**src/rtl/exe_fwd_stage.sv**
```systemverilog
// Execute stage with MEM/WB operand bypass, single-cycle ALU and a multi-cycle
// signed multiplier that writes HI/LO; result is registered into the EX/MEM slot.
module exe_fwd_stage #(
  parameter int unsigned DATA_W  = 32,
  parameter int unsigned REG_AW  = 5,
  parameter int unsigned MUL_LAT = 4
) (
  input  logic              CLK,
  input  logic              RESET,
  input  logic              in_valid,
  input  logic              flush,
  input  logic [3:0]        alu_op,
  input  logic              alu_src,
  input  logic [15:0]       imm16,
  input  logic [4:0]        shamt,
  input  logic [REG_AW-1:0] rs_idx,
  input  logic [REG_AW-1:0] rt_idx,
  input  logic [REG_AW-1:0] rd_idx,
  input  logic [DATA_W-1:0] rs_val,
  input  logic [DATA_W-1:0] rt_val,
  input  logic              wb_en_in,
  input  logic              mem_rd_in,
  input  logic              mem_wr_in,
  input  logic              mem_fwd_en,
  input  logic [REG_AW-1:0] mem_fwd_idx,
  input  logic [DATA_W-1:0] mem_fwd_data,
  input  logic              wb_fwd_en,
  input  logic [REG_AW-1:0] wb_fwd_idx,
  input  logic [DATA_W-1:0] wb_fwd_data,
  output logic              stall,
  output logic              out_valid,
  output logic [DATA_W-1:0] out_result,
  output logic [DATA_W-1:0] out_store_data,
  output logic [REG_AW-1:0] out_rd,
  output logic              out_wb_en,
  output logic              out_mem_rd,
  output logic              out_mem_wr
);

  localparam logic [3:0] OpAdd  = 4'd0;
  localparam logic [3:0] OpSub  = 4'd1;
  localparam logic [3:0] OpAnd  = 4'd2;
  localparam logic [3:0] OpOr   = 4'd3;
  localparam logic [3:0] OpXor  = 4'd4;
  localparam logic [3:0] OpSlt  = 4'd5;
  localparam logic [3:0] OpSll  = 4'd6;
  localparam logic [3:0] OpSrl  = 4'd7;
  localparam logic [3:0] OpMult = 4'd8;
  localparam logic [3:0] OpMfhi = 4'd9;
  localparam logic [3:0] OpMflo = 4'd10;

  localparam int unsigned CntW = $clog2(MUL_LAT);

  typedef enum logic {StIdle, StBusy} state_e;

  state_e              state_q, state_d;
  logic [CntW-1:0]     cnt_q, cnt_d;
  logic [DATA_W-1:0]   hi_q, hi_d;
  logic [DATA_W-1:0]   lo_q, lo_d;
  logic [DATA_W-1:0]   mul_a_q, mul_a_d;
  logic [DATA_W-1:0]   mul_b_q, mul_b_d;

  logic                out_valid_d;
  logic [DATA_W-1:0]   out_result_d;
  logic [DATA_W-1:0]   out_store_data_d;
  logic [REG_AW-1:0]   out_rd_d;
  logic                out_wb_en_d;
  logic                out_mem_rd_d;
  logic                out_mem_wr_d;

  logic [DATA_W-1:0]   fwd_rs;
  logic [DATA_W-1:0]   fwd_rt;
  logic [DATA_W-1:0]   imm_ext;
  logic [DATA_W-1:0]   op_a;
  logic [DATA_W-1:0]   op_b;
  logic [DATA_W-1:0]   alu_res;
  logic [2*DATA_W-1:0] prod;
  logic                is_mul_op;
  logic                issue;

  // Bypass priority: youngest producer (MEM) first; register 0 is never forwarded.
  always_comb begin
    fwd_rs = rs_val;
    if (mem_fwd_en && (mem_fwd_idx == rs_idx) && (rs_idx != '0)) begin
      fwd_rs = mem_fwd_data;
    end else if (wb_fwd_en && (wb_fwd_idx == rs_idx) && (rs_idx != '0)) begin
      fwd_rs = wb_fwd_data;
    end
  end

  always_comb begin
    fwd_rt = rt_val;
    if (mem_fwd_en && (mem_fwd_idx == rt_idx) && (rt_idx != '0)) begin
      fwd_rt = mem_fwd_data;
    end else if (wb_fwd_en && (wb_fwd_idx == rt_idx) && (rt_idx != '0)) begin
      fwd_rt = wb_fwd_data;
    end
  end

  assign imm_ext = DATA_W'($signed(imm16));
  assign op_a    = fwd_rs;
  assign op_b    = alu_src ? imm_ext : fwd_rt;

  assign is_mul_op = (alu_op == OpMult) || (alu_op == OpMfhi) || (alu_op == OpMflo);
  assign stall     = in_valid && (state_q == StBusy) && is_mul_op;
  assign issue     = in_valid && !stall && !flush;

  always_comb begin
    alu_res = '0;
    case (alu_op)
      OpAdd:   alu_res = op_a + op_b;
      OpSub:   alu_res = op_a - op_b;
      OpAnd:   alu_res = op_a & op_b;
      OpOr:    alu_res = op_a | op_b;
      OpXor:   alu_res = op_a ^ op_b;
      OpSlt:   alu_res = DATA_W'($signed(op_a) < $signed(op_b));
      OpSll:   alu_res = op_b << shamt;
      OpSrl:   alu_res = op_b >> shamt;
      OpMfhi:  alu_res = hi_q;
      OpMflo:  alu_res = lo_q;
      default: alu_res = '0;
    endcase
  end

  // Sign-extend both captured operands so the low 2*DATA_W bits are the signed product.
  assign prod = {{DATA_W{mul_a_q[DATA_W-1]}}, mul_a_q} * {{DATA_W{mul_b_q[DATA_W-1]}}, mul_b_q};

  always_comb begin
    state_d = state_q;
    cnt_d   = cnt_q;
    hi_d    = hi_q;
    lo_d    = lo_q;
    mul_a_d = mul_a_q;
    mul_b_d = mul_b_q;
    if (flush) begin
      state_d = StIdle;
      cnt_d   = '0;
    end else begin
      case (state_q)
        StIdle: begin
          if (issue && (alu_op == OpMult)) begin
            state_d = StBusy;
            cnt_d   = CntW'(MUL_LAT - 1);
            mul_a_d = op_a;
            mul_b_d = op_b;
          end
        end
        StBusy: begin
          cnt_d = cnt_q - CntW'(1);
          if (cnt_q == CntW'(1)) begin
            state_d = StIdle;
            hi_d    = prod[2*DATA_W-1:DATA_W];
            lo_d    = prod[DATA_W-1:0];
          end
        end
        default: begin
          state_d = StIdle;
          cnt_d   = '0;
        end
      endcase
    end
  end

  // Bubbles carry all-zero control so nothing downstream acts on stale bits.
  always_comb begin
    out_valid_d      = 1'b0;
    out_result_d     = '0;
    out_store_data_d = '0;
    out_rd_d         = '0;
    out_wb_en_d      = 1'b0;
    out_mem_rd_d     = 1'b0;
    out_mem_wr_d     = 1'b0;
    if (issue) begin
      out_valid_d      = 1'b1;
      out_result_d     = (alu_op == OpMult) ? '0 : alu_res;
      out_store_data_d = fwd_rt;
      out_rd_d         = rd_idx;
      out_wb_en_d      = wb_en_in && (alu_op != OpMult);
      out_mem_rd_d     = mem_rd_in;
      out_mem_wr_d     = mem_wr_in;
    end
  end

  always_ff @(posedge CLK) begin
    if (!RESET) begin
      state_q        <= StIdle;
      cnt_q          <= '0;
      hi_q           <= '0;
      lo_q           <= '0;
      mul_a_q        <= '0;
      mul_b_q        <= '0;
      out_valid      <= 1'b0;
      out_result     <= '0;
      out_store_data <= '0;
      out_rd         <= '0;
      out_wb_en      <= 1'b0;
      out_mem_rd     <= 1'b0;
      out_mem_wr     <= 1'b0;
    end else begin
      state_q        <= state_d;
      cnt_q          <= cnt_d;
      hi_q           <= hi_d;
      lo_q           <= lo_d;
      mul_a_q        <= mul_a_d;
      mul_b_q        <= mul_b_d;
      out_valid      <= out_valid_d;
      out_result     <= out_result_d;
      out_store_data <= out_store_data_d;
      out_rd         <= out_rd_d;
      out_wb_en      <= out_wb_en_d;
      out_mem_rd     <= out_mem_rd_d;
      out_mem_wr     <= out_mem_wr_d;
    end
  end

endmodule

```
**config.mk**
```make
export PLATFORM = sky130hd
export DESIGN_NAME = exe_fwd_stage
export DESIGN_NICKNAME = d
export VERILOG_FILES = /design/src/rtl/exe_fwd_stage.sv
export SDC_FILE = /design/constraint.sdc
export NUM_CORES = 2
export LEC_CHECK = 0
export BUFFER_PORTS_ARGS = -buffer_cell sky130_fd_sc_hd__buf_4
export CAP_MARGIN = 5
export CELL_PAD_IN_SITES_DETAIL_PLACEMENT = 2
export CELL_PAD_IN_SITES_GLOBAL_PLACEMENT = 2
export CORE_ASPECT_RATIO = 1.5
export CORE_MARGIN = 2
export CORE_UTILIZATION = 40
export CTS_BUF_LIST = sky130_fd_sc_hd__clkbuf_16
export CTS_CLUSTER_SIZE = 10
export DETAILED_ROUTE_END_ITERATION = 10
export PLACE_DENSITY = 0.85
export SYNTH_ARGS = -nofsm -noshare
export SYNTH_HDL_FRONTEND = slang
export SYNTH_SLANG_ARGS = --single-unit
```
**constraint.sdc**
```tcl
create_clock -name CLK -period 14 [get_ports CLK]
set_input_delay 1.4 -clock CLK [delete_from_list [all_inputs] [get_ports CLK]]
set_output_delay 1.4 -clock CLK [all_outputs]
set_load 0.01 [all_outputs]
```
==> metrics.md <==
| Metric | Value |
|---|---|
| Status | `complete, no violations` |
| Final Max Slew Viols | `0` |
| Multiplexer share of the synthesized area | `0.03127` |
| Vias | `51072` |
| Initial Util | `0.4034` |
| Die Area | `roughly 140000 um2` |
| Die Y | `455.6 um` |
| Post-Syn Nets | `7966` |
| Routed Antenna Nets | `0` |
| Dpl hpwl | `about 230 mm` |
| Syn-to-layout area delta | `8.310%` |
| Core ar. | `134800 um2` |
| Worst-margin pin slew | `1.390 ns` |
| Comb power frac | `0.394` |
| Final min period | `~11 ns` |
| Top FF cell, synth | `dfxtp_1` |
| Pin count of the biggest net entering global routing | `76` |
| RR Startpoint | `mul_b_q[2]$_SDFFE_PN0P_` |
| Final setup violation count | `0` |
| Wire per inst | `34.81 um` |
| Number of flops mapped to enable cells by yosys | `0` |
| CTS Sinks | `204` |
| Hold/Removal Path Class | `flip-flop to flip-flop` |
| Worst-path maximum fanout | `20` |
| Clock-pin slew of the registers on the worst-case setup and hold paths | `0.06 ns` |
| Synth unique cells | `87` |
| CP endpoint kind | `flip-flop` |
| Crit. Startpoint | `mul_b_q[2]$_SDFFE_PN0P_` |
| Peak VDD IR | `roughly 0.088 mV` |
| Clock power frac | `0.319` |
| Core Rows | `around 170` |
| P_leak | `27.54 nW` |
| First-pass GRT wire length | `418.9 mm` |
| Residual DRC | `0` |
| Async S/R FF share, synth | `0` |
| Sequential fraction of design power | `0.287` |
| Post-CTS Setup Bufs | `0` |
| Final wirelength | `285.1 mm` |
| Seq/Total Area, Yosys | `0.07509` |
| Vias/cell | `6.236` |
| I/O pin total | `262` |
| Initial antenna violation count | `8` |
| RSZ-0062 raised after global routing | `no` |
| Fraction of the cycle the final worst path needs | `0.7694` |
| Worst rel slew slack | `0.04698` |
| Critical path class | `flip-flop to flip-flop` |
| Final Hold Viols | `0` |
| Internal Power | `approximately 1.2 mW` |
| Hold wc startpoint | `mul_a_q[7]$_SDFFE_PN0P_` |
| Vias in the first global route | `61302` |
| Pwr/cell area | `roughly 35 nW/um2` |
| Reg2reg path depth | `25` |
| Initial drt markers | `roughly 3300` |
| Net Sw Power | `between 0.8 and 0.9 mW` |
| Net count, final | `7977` |
| Mapped cell area | `54390 um2` |
| Syn Area/Cell | `8.481 um2` |
| Layout Skew | `0.02569 ns` |
| WHS | `0.4597 ns` |
| CP arrival | `11.29 ns` |
| Root Buffer | `clkbuf_16` |
| I/O Buffers | `261` |
| Die W | `305.1 um` |
| Layout cell share with drive strength beyond 1 | `0.08551` |
| Clk_lat worst skew | `about 0.62 ns` |
| Post-cts hold buffer count | `0` |
| Global route overflow | `0` |
| CP required | `14.52 ns` |
| F_max | `0.09284 GHz` |
| Startpoint types | `flip-flop` |
| Sw frac | `0.4271` |
| Main combinational cell family by area after synthesis | `adder cells` |
| Final GP Congestion | `0.9844` |
| Synth Area in XOR/XNOR | `0.01723` |
| Total of max-cap violations | `0` |
| Post-CTS resize count | `0` |
| Cts bufs inserted | `26` |
| Hold path depth | `2` |
| Synth Instances | `between 6000 and 7000` |
| CTS tree | `done` |
| Post-Synth Simple-Gate Area | `0.1807` |
| Yosys reg bits | `204` |
| Clock Path Buffers | `3` |
| H-tree Lvls | `1` |
| Setup Total Neg Slack | `0 ns` |
| Synth Area in Adders | `0.4637` |
| Synth warn | `0` |
| GRT Util Overall | `0.4112` |
| Initial DRT Pass Iterations | `6` |
| Synth Area in Compound Gates | `0.1243` |
[Yosys cell counts, types with 26 or more instances]
| library cell | number | area, um2 |
|---|---|---|
| o31ai_1 | 48 | 360.4 |
| nor3_1 | 90 | 450.4 |
| ha_1 | 281 | 3516 |
| xnor2_1 | 83 | 727.0 |
| o22ai_1 | 26 | 162.7 |
| buf_1 | 28 | 105.1 |
| inv_1 | 1109 | 4163 |
| a21o_1 | 55 | 412.9 |
| a31oi_1 | 59 | 369.1 |
| mux4_2 | 30 | 675.7 |
| a211oi_1 | 72 | 540.5 |
| o211ai_1 | 39 | 292.8 |
| a21oi_1 | 271 | 1356 |
| a22oi_1 | 26 | 195.2 |
| nand4_1 | 66 | 412.9 |
| nand2_1 | 886 | 3326 |
| a311oi_1 | 26 | 227.7 |
| nor2_1 | 260 | 975.9 |
| nand3_1 | 69 | 345.3 |
| dfxtp_1 | 204 | 4084 |
| and2_1 | 534 | 3341 |
| o21ai_0 | 141 | 705.7 |
| mux2i_1 | 85 | 850.8 |
| clkbuf_1 | 385 | 1445 |
| nand2b_1 | 34 | 212.7 |
| a221oi_1 | 31 | 271.5 |
| fa_1 | 1084 | 21700 |
[path summary, 6_finish.rpt]
| path | slack (ns) | endpoint |
|---|---|---|
| setup / recovery | 3.23 | hi_q[26]$_SDFFE_PN0P_ |
| setup reg to reg | 3.23 | hi_q[26]$_SDFFE_PN0P_ |
| hold / removal | 0.46 | mul_a_q[7]$_SDFFE_PN0P_ |
| hold reg to reg | 0.46 | mul_a_q[7]$_SDFFE_PN0P_ |
[cells in the final DEF, fill, tap and decap left out, types with 34 or more instances in the layout]
master	netlist	layout
a211oi_1	72	71
a21o_1	55	55
a21oi_1	271	271
a31oi_1	59	59
and2_1	534	534
buf_4	4	414
dfxtp_1	204	198
fa_1	1084	1084
ha_1	281	281
inv_1	1109	1111
mux2i_1	85	84
nand2_1	886	885
nand2b_1	34	34
nand3_1	69	69
nand4_1	66	66
nor2_1	260	258
nor3_1	90	86
o211ai_1	39	39
o21ai_0	141	140
o31ai_1	48	48
xnor2_1	83	83
[kinds of logic (layout without fill, tap and decap cells)]
logic type / after synthesis / count (layout)
DFF: 204 / 204
adders and majority gates: 1365 / 1365
AOI/OAI and AO/OA: 1005 / 1005
other: 0 / 5
buffers and inverters: 1549 / 1568
and+or+nand+nor: 2053 / 2053
xor gates and xnor gates: 107 / 107
muxes: 130 / 130
[critical path: stages (launching register included)]
cell       delay [ns]
dfxtp_1          0.66
buf_4            0.38
nand2_1          0.16
inv_1            0.17
fa_1             0.43
inv_1            0.13
fa_1             0.44
inv_1            0.15
fa_1             0.73
fa_1             1.09
inv_1            0.50
fa_1             0.84
inv_1            0.15
fa_1             0.55
inv_1            0.05
fa_1             0.51
inv_1            0.22
fa_1             0.91
ha_1             0.48
a21o_1           0.25
a21oi_1          0.24
nor2_1           0.09
a2111oi_0        0.81
o31a_1           0.35
o21ai_0          0.11
a31oi_1          0.25
[power by group through the flow]
stage	clock network, mW	registers (mW)	logic, mW
global placement	0	0.606	0.760
finish	0.661	0.593	0.816
detailed placement	0	0.606	0.781
CTS	0.668	0.594	0.789
global route	0.679	0.594	0.846
floorplan	0	0.606	0.429
[metal layers]
| metal | global-route usage | share of wire |
|---|---|---|
| met1 | 0.3844 | 0.31 |
| met2 | 0.7412 | 0.51 |
| met3 | 0.08775 | 0.062 |
| met4 | 0.3823 | 0.11 |
| met5 | 0 | 0.00018 |
[stage by stage]
stage          worst slack [ns]  total power [mW]    util  area, um2  instances
4_1_cts                   3.603             2.050  0.4364      58840       8183
6_report                  3.228             2.070  0.4369      58910       8190
3_5_place_dp              3.780             1.388  0.4311      58120       8147
5_1_grt                   3.112             2.119  0.4369      58890       8185
2_1_floorplan             6.085             1.035       -      54390       6413
3_3_place_gp              4.655             1.366  0.4311      58120       8147
[cell type report]
class                   instances  area [um2]
diodes                          5       12.51
clock buffers                  27       675.6
well taps                    1753        2193
inverters                    1116        4190
flip-flops and latches        204        4091
multi-input cells            4660       44530
repair buffers                416        3163
fillers                     14934       75910
clock inverters                 9       46.29
[sequential cells by signal, summed over array words and instances, names as in the netlist]
register / flops
cnt_q: 2
hi_q: 32
lo_q: 32
mul_a_q: 32
mul_b_q: 32
out_mem_rd: 1
out_mem_wr: 1
out_rd: 5
out_result: 32
out_store_data: 32
out_valid: 1
out_wb_en: 1
state_q: 1
Note: power is estimated with default switching activity, not from simulation.
